==> src/rtl/rf_access_arbiter_if.sv <==
// Requester-side bus of the register-file access arbiter: two request ports,
// the shared read-data return path and the clear handshake.
interface rf_access_arbiter_if #(
    parameter int ADDR_WIDTH = 5,
    parameter int DATA_WIDTH = 8
) ();
    logic                  req0;
    logic                  req1;
    logic                  we0;
    logic                  we1;
    logic [ADDR_WIDTH-1:0] addr0;
    logic [ADDR_WIDTH-1:0] addr1;
    logic [DATA_WIDTH-1:0] wdata0;
    logic [DATA_WIDTH-1:0] wdata1;
    logic                  gnt0;
    logic                  gnt1;
    logic                  rvalid0;
    logic                  rvalid1;
    logic [DATA_WIDTH-1:0] rdata;
    logic                  clr_start;
    logic                  busy;

    modport master (
        output req0, req1, we0, we1, addr0, addr1, wdata0, wdata1, clr_start,
        input  gnt0, gnt1, rvalid0, rvalid1, rdata, busy
    );

    modport slave (
        input  req0, req1, we0, we1, addr0, addr1, wdata0, wdata1, clr_start,
        output gnt0, gnt1, rvalid0, rvalid1, rdata, busy
    );
endinterface

==> src/rtl/rf_access_arbiter.sv <==
// Round-robin arbiter giving two requesters single-cycle access to one
// register-file port, with a sequential clear that sweeps every entry to zero.
module rf_access_arbiter #(
    parameter int ADDR_WIDTH = 5,
    parameter int DATA_WIDTH = 8,
    parameter int REG_COUNT  = 32
) (
    input  logic                  clk,
    input  logic                  rst,
    rf_access_arbiter_if.slave    bus,
    output logic                  rf_wen,
    output logic [ADDR_WIDTH-1:0] rf_waddr,
    output logic [ADDR_WIDTH-1:0] rf_raddr,
    output logic [DATA_WIDTH-1:0] rf_din,
    input  logic [DATA_WIDTH-1:0] rf_dout
);

    typedef enum logic {IDLE, CLEAR} state_t;

    localparam logic [ADDR_WIDTH-1:0] LAST_ADDR = ADDR_WIDTH'(REG_COUNT - 1);

    state_t                state;
    logic [ADDR_WIDTH-1:0] clr_cnt;
    logic                  ptr;
    logic                  gnt0;
    logic                  gnt1;
    logic                  rvalid0_q;
    logic                  rvalid1_q;
    logic [DATA_WIDTH-1:0] rdata_q;

    // A request loses only when the other side also requests and is favoured.
    always_comb begin
        gnt0 = 1'b0;
        gnt1 = 1'b0;
        if (!rst && state == IDLE && !bus.clr_start) begin
            if (bus.req0 && (!bus.req1 || !ptr))
                gnt0 = 1'b1;
            else if (bus.req1)
                gnt1 = 1'b1;
        end
    end

    always_comb begin
        rf_wen   = 1'b0;
        rf_waddr = clr_cnt;
        rf_din   = '0;
        if (!rst) begin
            if (state == CLEAR) begin
                rf_wen   = 1'b1;
                rf_waddr = clr_cnt;
                rf_din   = '0;
            end else if (gnt0) begin
                rf_wen   = bus.we0;
                rf_waddr = bus.addr0;
                rf_din   = bus.wdata0;
            end else if (gnt1) begin
                rf_wen   = bus.we1;
                rf_waddr = bus.addr1;
                rf_din   = bus.wdata1;
            end
        end
    end

    // With no grant the read port follows the favoured requester.
    always_comb begin
        if (gnt1)
            rf_raddr = bus.addr1;
        else if (gnt0)
            rf_raddr = bus.addr0;
        else if (ptr)
            rf_raddr = bus.addr1;
        else
            rf_raddr = bus.addr0;
    end

    always_ff @(posedge clk or posedge rst) begin
        if (rst) begin
            state     <= IDLE;
            clr_cnt   <= '0;
            ptr       <= 1'b0;
            rdata_q   <= '0;
            rvalid0_q <= 1'b0;
            rvalid1_q <= 1'b0;
        end else begin
            rvalid0_q <= gnt0 && !bus.we0;
            rvalid1_q <= gnt1 && !bus.we1;
            if ((gnt0 && !bus.we0) || (gnt1 && !bus.we1))
                rdata_q <= rf_dout;
            case (state)
                IDLE: begin
                    if (bus.clr_start) begin
                        state   <= CLEAR;
                        clr_cnt <= '0;
                    end else if (gnt0) begin
                        ptr <= 1'b1;
                    end else if (gnt1) begin
                        ptr <= 1'b0;
                    end
                end
                CLEAR: begin
                    if (clr_cnt == LAST_ADDR) begin
                        clr_cnt <= '0;
                        state   <= IDLE;
                    end else begin
                        clr_cnt <= clr_cnt + 1'b1;
                    end
                end
                default: state <= IDLE;
            endcase
        end
    end

    assign bus.gnt0    = gnt0;
    assign bus.gnt1    = gnt1;
    assign bus.rvalid0 = rvalid0_q;
    assign bus.rvalid1 = rvalid1_q;
    assign bus.rdata   = rdata_q;
    assign bus.busy    = (state == CLEAR);

endmodule

==> src/flat_wrapper.sv <==
// flat-port wrapper written by rule: the top's interface ports become plain ports
module rf_access_arbiter_flat 
#(
    parameter int ADDR_WIDTH = 5,
    parameter int DATA_WIDTH = 8,
    parameter int REG_COUNT  = 32
)
  (clk, rst, rf_wen, rf_waddr, rf_raddr, rf_din, rf_dout, bus_req0, bus_req1, bus_we0, bus_we1, bus_addr0, bus_addr1, bus_wdata0, bus_wdata1, bus_clr_start, bus_gnt0, bus_gnt1, bus_rvalid0, bus_rvalid1, bus_rdata, bus_busy);
  rf_access_arbiter_if #(.ADDR_WIDTH(ADDR_WIDTH), .DATA_WIDTH(DATA_WIDTH)) bus_i ();
  input  logic clk;
  input  logic rst;
  output logic rf_wen;
  output logic [ADDR_WIDTH-1:0] rf_waddr;
  output logic [ADDR_WIDTH-1:0] rf_raddr;
  output logic [DATA_WIDTH-1:0] rf_din;
  input  logic [DATA_WIDTH-1:0] rf_dout;
  input wire logic [$bits(bus_i.req0)-1:0] bus_req0;
  input wire logic [$bits(bus_i.req1)-1:0] bus_req1;
  input wire logic [$bits(bus_i.we0)-1:0] bus_we0;
  input wire logic [$bits(bus_i.we1)-1:0] bus_we1;
  input wire logic [$bits(bus_i.addr0)-1:0] bus_addr0;
  input wire logic [$bits(bus_i.addr1)-1:0] bus_addr1;
  input wire logic [$bits(bus_i.wdata0)-1:0] bus_wdata0;
  input wire logic [$bits(bus_i.wdata1)-1:0] bus_wdata1;
  input wire logic [$bits(bus_i.clr_start)-1:0] bus_clr_start;
  output wire logic [$bits(bus_i.gnt0)-1:0] bus_gnt0;
  output wire logic [$bits(bus_i.gnt1)-1:0] bus_gnt1;
  output wire logic [$bits(bus_i.rvalid0)-1:0] bus_rvalid0;
  output wire logic [$bits(bus_i.rvalid1)-1:0] bus_rvalid1;
  output wire logic [$bits(bus_i.rdata)-1:0] bus_rdata;
  output wire logic [$bits(bus_i.busy)-1:0] bus_busy;
  assign bus_i.req0 = bus_req0;
  assign bus_i.req1 = bus_req1;
  assign bus_i.we0 = bus_we0;
  assign bus_i.we1 = bus_we1;
  assign bus_i.addr0 = bus_addr0;
  assign bus_i.addr1 = bus_addr1;
  assign bus_i.wdata0 = bus_wdata0;
  assign bus_i.wdata1 = bus_wdata1;
  assign bus_i.clr_start = bus_clr_start;
  assign bus_gnt0 = bus_i.gnt0;
  assign bus_gnt1 = bus_i.gnt1;
  assign bus_rvalid0 = bus_i.rvalid0;
  assign bus_rvalid1 = bus_i.rvalid1;
  assign bus_rdata = bus_i.rdata;
  assign bus_busy = bus_i.busy;
  rf_access_arbiter #(.ADDR_WIDTH(ADDR_WIDTH), .DATA_WIDTH(DATA_WIDTH), .REG_COUNT(REG_COUNT)) u_core (.clk(clk), .rst(rst), .bus(bus_i), .rf_wen(rf_wen), .rf_waddr(rf_waddr), .rf_raddr(rf_raddr), .rf_din(rf_din), .rf_dout(rf_dout));
endmodule
==> config.mk <==
export PLATFORM = sky130hd
export DESIGN_NAME = rf_access_arbiter_flat
export DESIGN_NICKNAME = d
export VERILOG_FILES = /design/src/rtl/rf_access_arbiter_if.sv /design/src/rtl/rf_access_arbiter.sv /design/src/flat_wrapper.sv
export SDC_FILE = /design/constraint.sdc
export NUM_CORES = 1
export LEC_CHECK = 0
export BUFFER_PORTS_ARGS = -buffer_cell sky130_fd_sc_hd__buf_2
export CORE_UTILIZATION = 40
export DETAILED_ROUTE_END_ITERATION = 8
export GPL_ROUTABILITY_DRIVEN = 0
export PLACE_DENSITY = 0.79
export SLEW_MARGIN = 20
export SYNTH_ARGS = -nofsm -noshare
export SYNTH_HDL_FRONTEND = slang
export SYNTH_SLANG_ARGS = --single-unit
export TNS_END_PERCENT = 30
==> constraint.sdc <==
create_clock -name clk -period 2.4 [get_ports clk]
set_clock_uncertainty 0.2 [all_clocks]
set_input_delay 0.12 -clock clk [delete_from_list [all_inputs] [get_ports clk]]
set_output_delay 0.12 -clock clk [all_outputs]
set_load 0.05 [all_outputs]
==> reports/metrics.yaml, run 1 <==
clock.fmax_ghz: 0.424
grtUsageTotal: 0.228
syn-mean-instance-area_um2: 10.7
post-place-ws_ns: 0.221
grt_antenna_before_repair: 0
filler_cell_count: 193
synth_fp_nets: 137
port_buffers: 72
worstPathArrival_ns: 2.04
crit_required_ns: 2.08
fin_crit_period_ns: 2.36
powerDensity_nw_per_um2: 1010
total_power_mw: 1.62
synth_cell_type_count: 28
design.final.nets: 230
synth_warnings: 0
clk_pin_slew_worst_paths_ns: 0.09
worst_hold_path_type: "primary input to register"
ys_ff_latch: 17
core_region_area_um2: 2300
clock_path_buffers: 2
holdWs_ns: 0.0933
number_of_global_route_vias_before_repair: 1031
routed_via_density: 5.12
path_cells: "dlygate4sd3_1, buf_2, nor3_4, a21boi_0, o22a_2, mux2_2, clkbuf_4"
critical-path-max-stage-delay_ns: 0.54
ctsRootBufferMaster: "sky130_fd_sc_hd__clkbuf_4"
insertion_delay_of_the_later_clocked_pin_in_the_worst_skew_pair_ns: 0.28
vias: 1095
area_delta_synth_final_pct: 59.1
routedWlPerCell_um: 13.8
slew_violations: 0
drc: 0
relSlewSlack: 0.564
dr.first_iter.drc_count: 10
outcome: "completed"
setup_slack_ns: 0.0419
end_kind: "primary output"
maximum_number_of_pins_on_one_net_before_global_route_repair: 18
rr_startpoint: "u_core.bus.busy$_DFF_PP0_"
multi_input_comb_area_um2: 571
fp.dieH_um: 52.2
io_pins: 73
hold_viol_final: 0
cts.htree.levels: 1
timing.setup.tns_ns: 0
dieArea_um2: 2730
worstPathBufferInverterCount: 3
yosysSeqAreaShare: 0.421
synth_cells: 94
numCtsBuffers: 3
cts_sinks: 17
drt.antenna.violating_nets: 0
insertedDiodeCount: 0
instances_no_fill: 214
critical-path-slowest-cell: "sky130_fd_sc_hd__dlygate4sd3_1"
sequential_cell_area_um2: 425
worstHoldStart: "bus_req0"
detail_route.first_pass.iterations: 4
wire_length_of_the_first_global_routing_pass_um: 4590
cp-start-kind: "primary input"
slew_at_the_pin_with_the_worst_max_slew_slack_ns: 0.653
period_share: 0.983
synth_area_um2: 1010
leakagePower_nw: 0.884
cp-startpoint: "bus_clr_start"
crit_type: "primary input to primary output"
post_route_cells_drive_above_1_share: 0.522
totalWireLength_um: 2960
place_inst: 194
final-setup-viol-count: 0
dpl.hpwl_um: 2190
overflow: 0
critPathMaxFanout: 6
max-vdd-ir-drop_uv: 997
placementRows: 17
tritoncts: "yes"
chipWidth_um: 52.2
start_util: 0.440
drv.max_cap_violation_count: 0
critPathTopFamily: "buffers and inverters"
## where the power goes
part           leakage [nW]  internal (mW)  switching [mW]
sequential            0.215          0.384          0.0916
clock                0.0177         0.0618          0.0846
combinational         0.651          0.339           0.662
## cell usage in the layout (no fill, tap or decap)
master / Yosys / final
sky130_fd_sc_hd__nor2b_1: 1 / 1
sky130_fd_sc_hd__dlygate4sd3_1: 0 / 15
sky130_fd_sc_hd__nand3_2: 2 / 1
sky130_fd_sc_hd__clkinv_1: 1 / 1
sky130_fd_sc_hd__nor4_1: 1 / 1
sky130_fd_sc_hd__buf_4: 0 / 2
sky130_fd_sc_hd__mux2_4: 8 / 8
sky130_fd_sc_hd__a21oi_1: 3 / 2
sky130_fd_sc_hd__nand2b_1: 2 / 2
sky130_fd_sc_hd__o31ai_1: 1 / 1
sky130_fd_sc_hd__a41oi_1: 1 / 1
sky130_fd_sc_hd__nor3_4: 1 / 1
sky130_fd_sc_hd__nand3_1: 1 / 1
sky130_fd_sc_hd__ha_1: 2 / 2
sky130_fd_sc_hd__mux2_2: 5 / 5
sky130_fd_sc_hd__a21oi_2: 0 / 1
sky130_fd_sc_hd__dfrtp_1: 17 / 17
sky130_fd_sc_hd__a22o_1: 10 / 10
sky130_fd_sc_hd__o21ai_0: 4 / 4
sky130_fd_sc_hd__or2b_1: 1 / 1
sky130_fd_sc_hd__and3_1: 1 / 1
sky130_fd_sc_hd__nand3_4: 0 / 1
sky130_fd_sc_hd__clkinv_2: 0 / 1
sky130_fd_sc_hd__clkbuf_4: 0 / 5
sky130_fd_sc_hd__o22a_2: 0 / 1
sky130_fd_sc_hd__o22a_1: 2 / 1
sky130_fd_sc_hd__o21a_1: 1 / 1
sky130_fd_sc_hd__inv_4: 0 / 1
sky130_fd_sc_hd__nand2_1: 4 / 4
sky130_fd_sc_hd__inv_1: 2 / 2
sky130_fd_sc_hd__nor2_1: 14 / 14
sky130_fd_sc_hd__a21boi_0: 1 / 1
sky130_fd_sc_hd__buf_2: 0 / 70
sky130_fd_sc_hd__a31oi_1: 1 / 1
sky130_fd_sc_hd__o22ai_1: 5 / 5
## stage by stage
stage          area (µm²)   util
6_report             1610  0.699
4_1_cts              1580  0.689
5_1_grt              1610  0.699
3_5_place_dp         1410  0.612
2_1_floorplan        1010      -
3_3_place_gp         1410  0.612
## what timing repair did
item                       in CTS  in global routing
hold endpoints to repair       29                  0
setup endpoints to repair       0                 14
gates resized for setup         0                  5
hold buffers                   15                  0
buffers inserted                0                  1
## path summary, 6_finish.rpt
check,to,slack (ns),depth (start not counted)
min in group asynchronous,u_core.clr_cnt[4]$_DFFE_PP0N_,0.33,3
worst max-delay path,rf_raddr[4],0.04,7
worst max register to register,u_core.bus.rdata[0]$_DFFE_PP0P_,0.24,5
worst min-delay path,u_core.bus.rvalid0$_DFF_PP0_,0.09,4
worst min register to register,u_core.bus.rdata[5]$_DFFE_PP0P_,0.31,1
max in group asynchronous,u_core.bus.rdata[2]$_DFFE_PP0P_,1.26,3
## state kept, by name (all words and copies together), names as in the netlist
| name | cells |
|---|---|
| u_core.bus.busy | 1 |
| u_core.bus.rdata | 8 |
| u_core.bus.rvalid0 | 1 |
| u_core.bus.rvalid1 | 1 |
| u_core.clr_cnt | 5 |
| u_core.ptr | 1 |
## area by class of cell
| class | count | share of cell area |
|---|---|---|
| clock buffers | 3 | 0.0140 |
| flip-flops and latches | 17 | 0.265 |
| multi-input cells | 72 | 0.355 |
| well taps | 28 | 0.0218 |
| repair buffers | 89 | 0.330 |
| inverters | 4 | 0.0109 |
| clock inverters | 1 | 0.00312 |
## worst min-delay path, cell delays in order
cell                      delay, ns
sky130_fd_sc_hd__buf_2         0.14
sky130_fd_sc_hd__nand3_2       0.08
sky130_fd_sc_hd__buf_4         0.15
sky130_fd_sc_hd__nor2_1        0.05
## synthesized netlist by cell type
cell	number	area [µm²]
sky130_fd_sc_hd__buf_6	1	11.3
sky130_fd_sc_hd__nor2b_1	1	6.26
sky130_fd_sc_hd__or2b_1	1	7.51
sky130_fd_sc_hd__nor3_4	1	16.3
sky130_fd_sc_hd__nor2_1	14	52.6
sky130_fd_sc_hd__o22ai_1	5	31.3
sky130_fd_sc_hd__a41oi_1	1	8.76
sky130_fd_sc_hd__o31ai_1	1	7.51
sky130_fd_sc_hd__nand3_2	2	20.0
sky130_fd_sc_hd__nor4_1	1	6.26
sky130_fd_sc_hd__a21oi_1	3	15.0
sky130_fd_sc_hd__and3_1	1	6.26
sky130_fd_sc_hd__nand2b_1	2	12.5
sky130_fd_sc_hd__inv_2	1	3.75
sky130_fd_sc_hd__clkinv_1	1	3.75
sky130_fd_sc_hd__nand2_1	4	15.0
sky130_fd_sc_hd__a21boi_0	1	7.51
sky130_fd_sc_hd__o21ai_0	4	20.0
sky130_fd_sc_hd__a22o_1	10	87.6
sky130_fd_sc_hd__dfrtp_1	17	425
sky130_fd_sc_hd__inv_1	2	7.51
sky130_fd_sc_hd__o22a_1	2	17.5
sky130_fd_sc_hd__mux2_4	8	120
sky130_fd_sc_hd__a31oi_1	1	6.26
sky130_fd_sc_hd__mux2_2	5	56.3
sky130_fd_sc_hd__o21a_1	1	7.51
sky130_fd_sc_hd__ha_1	2	25.0
sky130_fd_sc_hd__nand3_1	1	5.00
## metal layers
metal,vias to the layer above,share of wire,global-route usage
met5,-,0,0
met1,497,0.44,0.271
met3,2,0.072,0.0261
met2,60,0.49,0.427
li1,536,-,-
met4,0,0.0034,0.0658
## logic make-up after synthesis
| group | count (synthesis) | share of synthesized area |
|---|---|---|
| multiplexers | 13 | 0.175 |
| adder cells (fa/ha/maj) | 2 | 0.0248 |
| flip-flops | 17 | 0.421 |
| buffers and inverters | 5 | 0.0260 |
| AO/OA/AOI/OAI | 29 | 0.207 |
| AND/OR/NAND/NOR | 28 | 0.146 |
Note: power is estimated with default switching activity, not from simulation.
==> inputs of run 2 (changes only) <==
Settings changed: ABC_AREA from default to 1, CORE_ASPECT_RATIO from default to 2, CORE_UTILIZATION 40 to 42.
==> run 2 against run 1 <==
Against the previous run: highest routed layer unchanged; clock-buffer cell count unchanged; largest power group unchanged; global-route usage is 1.5 points higher; utilization down 4.1 points; final area rose by 5.3%.
==> reports/metrics.yaml, run 2 <==
fin_crit_period_ns: 2.23  # -0.126 ns
tritoncts: "yes"
holdWs_ns: 0.0458  # -0.0474 ns
fp.dieH_um: 75.8  # +45%
critPathMaxFanout: 10  # +4
path_cells: "inv_2, nand2_1, nor2_4, buf_4, nand2_2, inv_2, nand2_1, nand2_1, buf_2"
slew_violations: 0  # unchanged
instances_no_fill: 274  # +28%
grtUsageTotal: 0.244  # +0.0154
metal2_wl_um: 1890  # +30%
start_util: 0.445  # +0.00544
number_of_synthesized_flops_with_an_enable_pin: 0  # unchanged
drc: 0  # unchanged
crit_type: "register to primary output"
cts.htree.levels: 1  # unchanged
drv.max_cap_violation_count: 0  # unchanged
totalWireLength_um: 3240  # +9.6%
timing.setup.tns_ns: 0  # unchanged
number_of_global_route_vias_before_repair: 1263  # +23%
insertedDiodeCount: 0  # unchanged
outcome: "completed"
place_inst: 257  # +32%
layout_common_cells: "sky130_fd_sc_hd__nand2_1, sky130_fd_sc_hd__buf_2, sky130_fd_sc_hd__nand3_1"
placementRows: 26  # +9
top_signal_layer_used: "met4"
post_dp_cell_area_um2: 1520  # +8.4%
largest_reg_flops: 8  # unchanged
synth_cell_type_count: 22  # -21%
synth_cells: 159  # +69%
wire_length_of_the_first_global_routing_pass_um: 5060  # +10%
dr.first_iter.drc_count: 22  # +12
leakagePower_nw: 1.08  # +22%
routedWlPerCell_um: 11.8  # -14%
critical-path-max-stage-delay_ns: 0.42  # -0.12 ns
yosysSeqAreaShare: 0.372  # -0.0493
worst_hold_path_type: "primary input to register"
ys_top_cells_by_count: "sky130_fd_sc_hd__nand2_1, sky130_fd_sc_hd__nand3_1, sky130_fd_sc_hd__dfrtp_1"
clock_path_buffers: 2  # unchanged
met3WireLength_um: 248  # +17%
insertion_delay_of_the_later_clocked_pin_in_the_worst_skew_pair_ns: 0.25  # -0.03 ns
crit_required_ns: 2.08  # about the same
post_route_cells_drive_above_1_share: 0.390  # -0.131
worstPathArrival_ns: 1.91  # -0.13 ns
final-setup-viol-count: 0  # unchanged
synth-async-reset-ratio: 1.00  # unchanged
synth_flop_cell: "sky130_fd_sc_hd__dfrtp_1"
end_kind: "primary output"
cts_sinks: 17  # unchanged
slew_at_the_pin_with_the_worst_max_slew_slack_ns: 0.284  # -0.369 ns
yosys.area.top_type: "sky130_fd_sc_hd__dfrtp_1"
grt_antenna_before_repair: 0  # unchanged
core_region_area_um2: 2570  # +12%
ys_ff_latch: 17  # unchanged
syn-mean-instance-area_um2: 7.19  # -33%
synth_warnings: 0  # unchanged
clock.fmax_ghz: 0.448  # +5.6%
clk_pin_slew_worst_paths_ns: 0.07  # -0.02 ns
largest_cells_by_area_after_synthesis: "sky130_fd_sc_hd__dfrtp_1, sky130_fd_sc_hd__nand2_1, sky130_fd_sc_hd__nand3_1"
final_design_area_no_fill_um2: 1690  # +5.3%
period_share: 0.930  # -0.0525
relSlewSlack: 0.810  # +0.246
grt_setup_unrepaired: "false"
yosys.area.top_type_share: 0.372  # -0.0493
hold_viol_final: 0  # unchanged
maximum_number_of_pins_on_one_net_before_global_route_repair: 19  # +1
chipWidth_um: 38.9  # -26%
overflow: 0  # unchanged
yosys.cell_count.top_type: "sky130_fd_sc_hd__nand2_1"
drt.antenna.violating_nets: 0  # unchanged
powerDensity_nw_per_um2: 1040  # +2.6%
routed_via_density: 4.96  # -3.1%
port_buffers: 72  # unchanged
layout_commonest_cell: "sky130_fd_sc_hd__nand2_1"
area_delta_synth_final_pct: 47.9
synth_fp_nets: 202  # +47%
ctsRootBufferMaster: "sky130_fd_sc_hd__clkbuf_8"
numCtsBuffers: 3  # unchanged
dieArea_um2: 2950  # +8.0%
io_pins: 73  # unchanged
cp-start-kind: "register"
vias: 1359  # +24%
detail_route.first_pass.iterations: 4  # unchanged
route.layer.met1.wl_um: 1070  # -17%
dpl.hpwl_um: 2400  # +9.7%
max-vdd-ir-drop_uv: 658  # -34%
critical-path-slowest-cell: "sky130_fd_sc_hd__dfrtp_1"
design.final.nets: 290  # +26%
synth_area_um2: 1140  # +13%
critical_path.most_common_cell: "sky130_fd_sc_hd__nand2_1"
## run 2: cell count changes after synthesis, sizes merged, moves of 2 or more
cell and change:
o22ai -2, nand2 +74, a22o -10, nand2b -2, o22a -2, nor2 -11, a21oi -2, nand3 +19
inv +13, mux2 -13, buf +2, nand3b +7
## run 2: per-stage QoR
stage	utilization	setup WS, ns	total power, mW
floorplan	-	0.338	1.28
global placement	0.593	0.400	1.51
detailed placement	0.593	0.339	1.52
CTS	0.649	0.0632	1.75
global route	0.658	0.0424	1.88
finish	0.658	0.168	1.75
## run 2: path summary, 6_finish.rpt
| check | startpoint | cells after the start | slack [ns] | end |
|---|---|---|---|---|
| max | u_core.bus.busy$_DFF_PP0_ | 9 | 0.17 | rf_din[4] |
| min reg2reg | u_core.bus.rdata[2]$_DFFE_PP0P_ | 2 | 0.32 | u_core.bus.rdata[2]$_DFFE_PP0P_ |
| max reg2reg | u_core.clr_cnt[0]$_DFFE_PP0N_ | 6 | 0.64 | u_core.clr_cnt[0]$_DFFE_PP0N_ |
| min | bus_we1 | 3 | 0.05 | u_core.bus.rvalid1$_DFF_PP0_ |
| min in group asynchronous | rst | 4 | 0.26 | u_core.bus.rdata[7]$_DFFE_PP0P_ |
| max in group asynchronous | rst | 4 | 1.55 | u_core.bus.rdata[6]$_DFFE_PP0P_ |
## run 2: timing repair
item | in CTS | in global routing
setup buffers | 0 | 3
hold buffers | 10 | 0
setup endpoints to repair | 0 | 13
hold endpoints to repair | 26 | 0
gates resized for setup | 0 | 0
## run 2: routing by layer
layer,global-route usage,vias up
li1,-,677
met3,0.0496,4
met4,0.0881,0
met1,0.214,606
met2,0.493,72
met5,0,-
## run 2: layout make-up
type | count | area [µm²]
clock buffer | 3 | 41.3
clock inverter | 1 | 5.00
fill | 227 | 878
inverter | 16 | 60.1
multi-input combinational | 123 | 634
sequential | 17 | 425
tap | 28 | 35.0
timing repair buffer | 86 | 490
## run 2: report_power, final
part / switching (mW) / total (mW) / leakage, nW / internal, mW
Clock: 0.0964 / 0.212 / 0.0255 / 0.115
Combinational: 0.786 / 1.07 / 0.841 / 0.287
Sequential: 0.0787 / 0.467 / 0.214 / 0.389
Total: 0.961 / 1.75 / 1.08 / 0.791
## run 2: cell families after synthesis
logic type / after synthesis / share of synthesized area
xor gates and xnor gates: 2 / 0.0153
adders and majority gates: 2 / 0.0219
and+or+nand+nor: 111 / 0.457
buffers and inverters: 19 / 0.0733
DFF: 17 / 0.372
AOI/OAI and AO/OA: 8 / 0.0602
## run 2: critical path: cells and delay by family (launching register included)
family                 cells  cell delay [ns]
DFF                        1             0.42
and+or+nand+nor            5             0.55
buffers and inverters      4             0.69
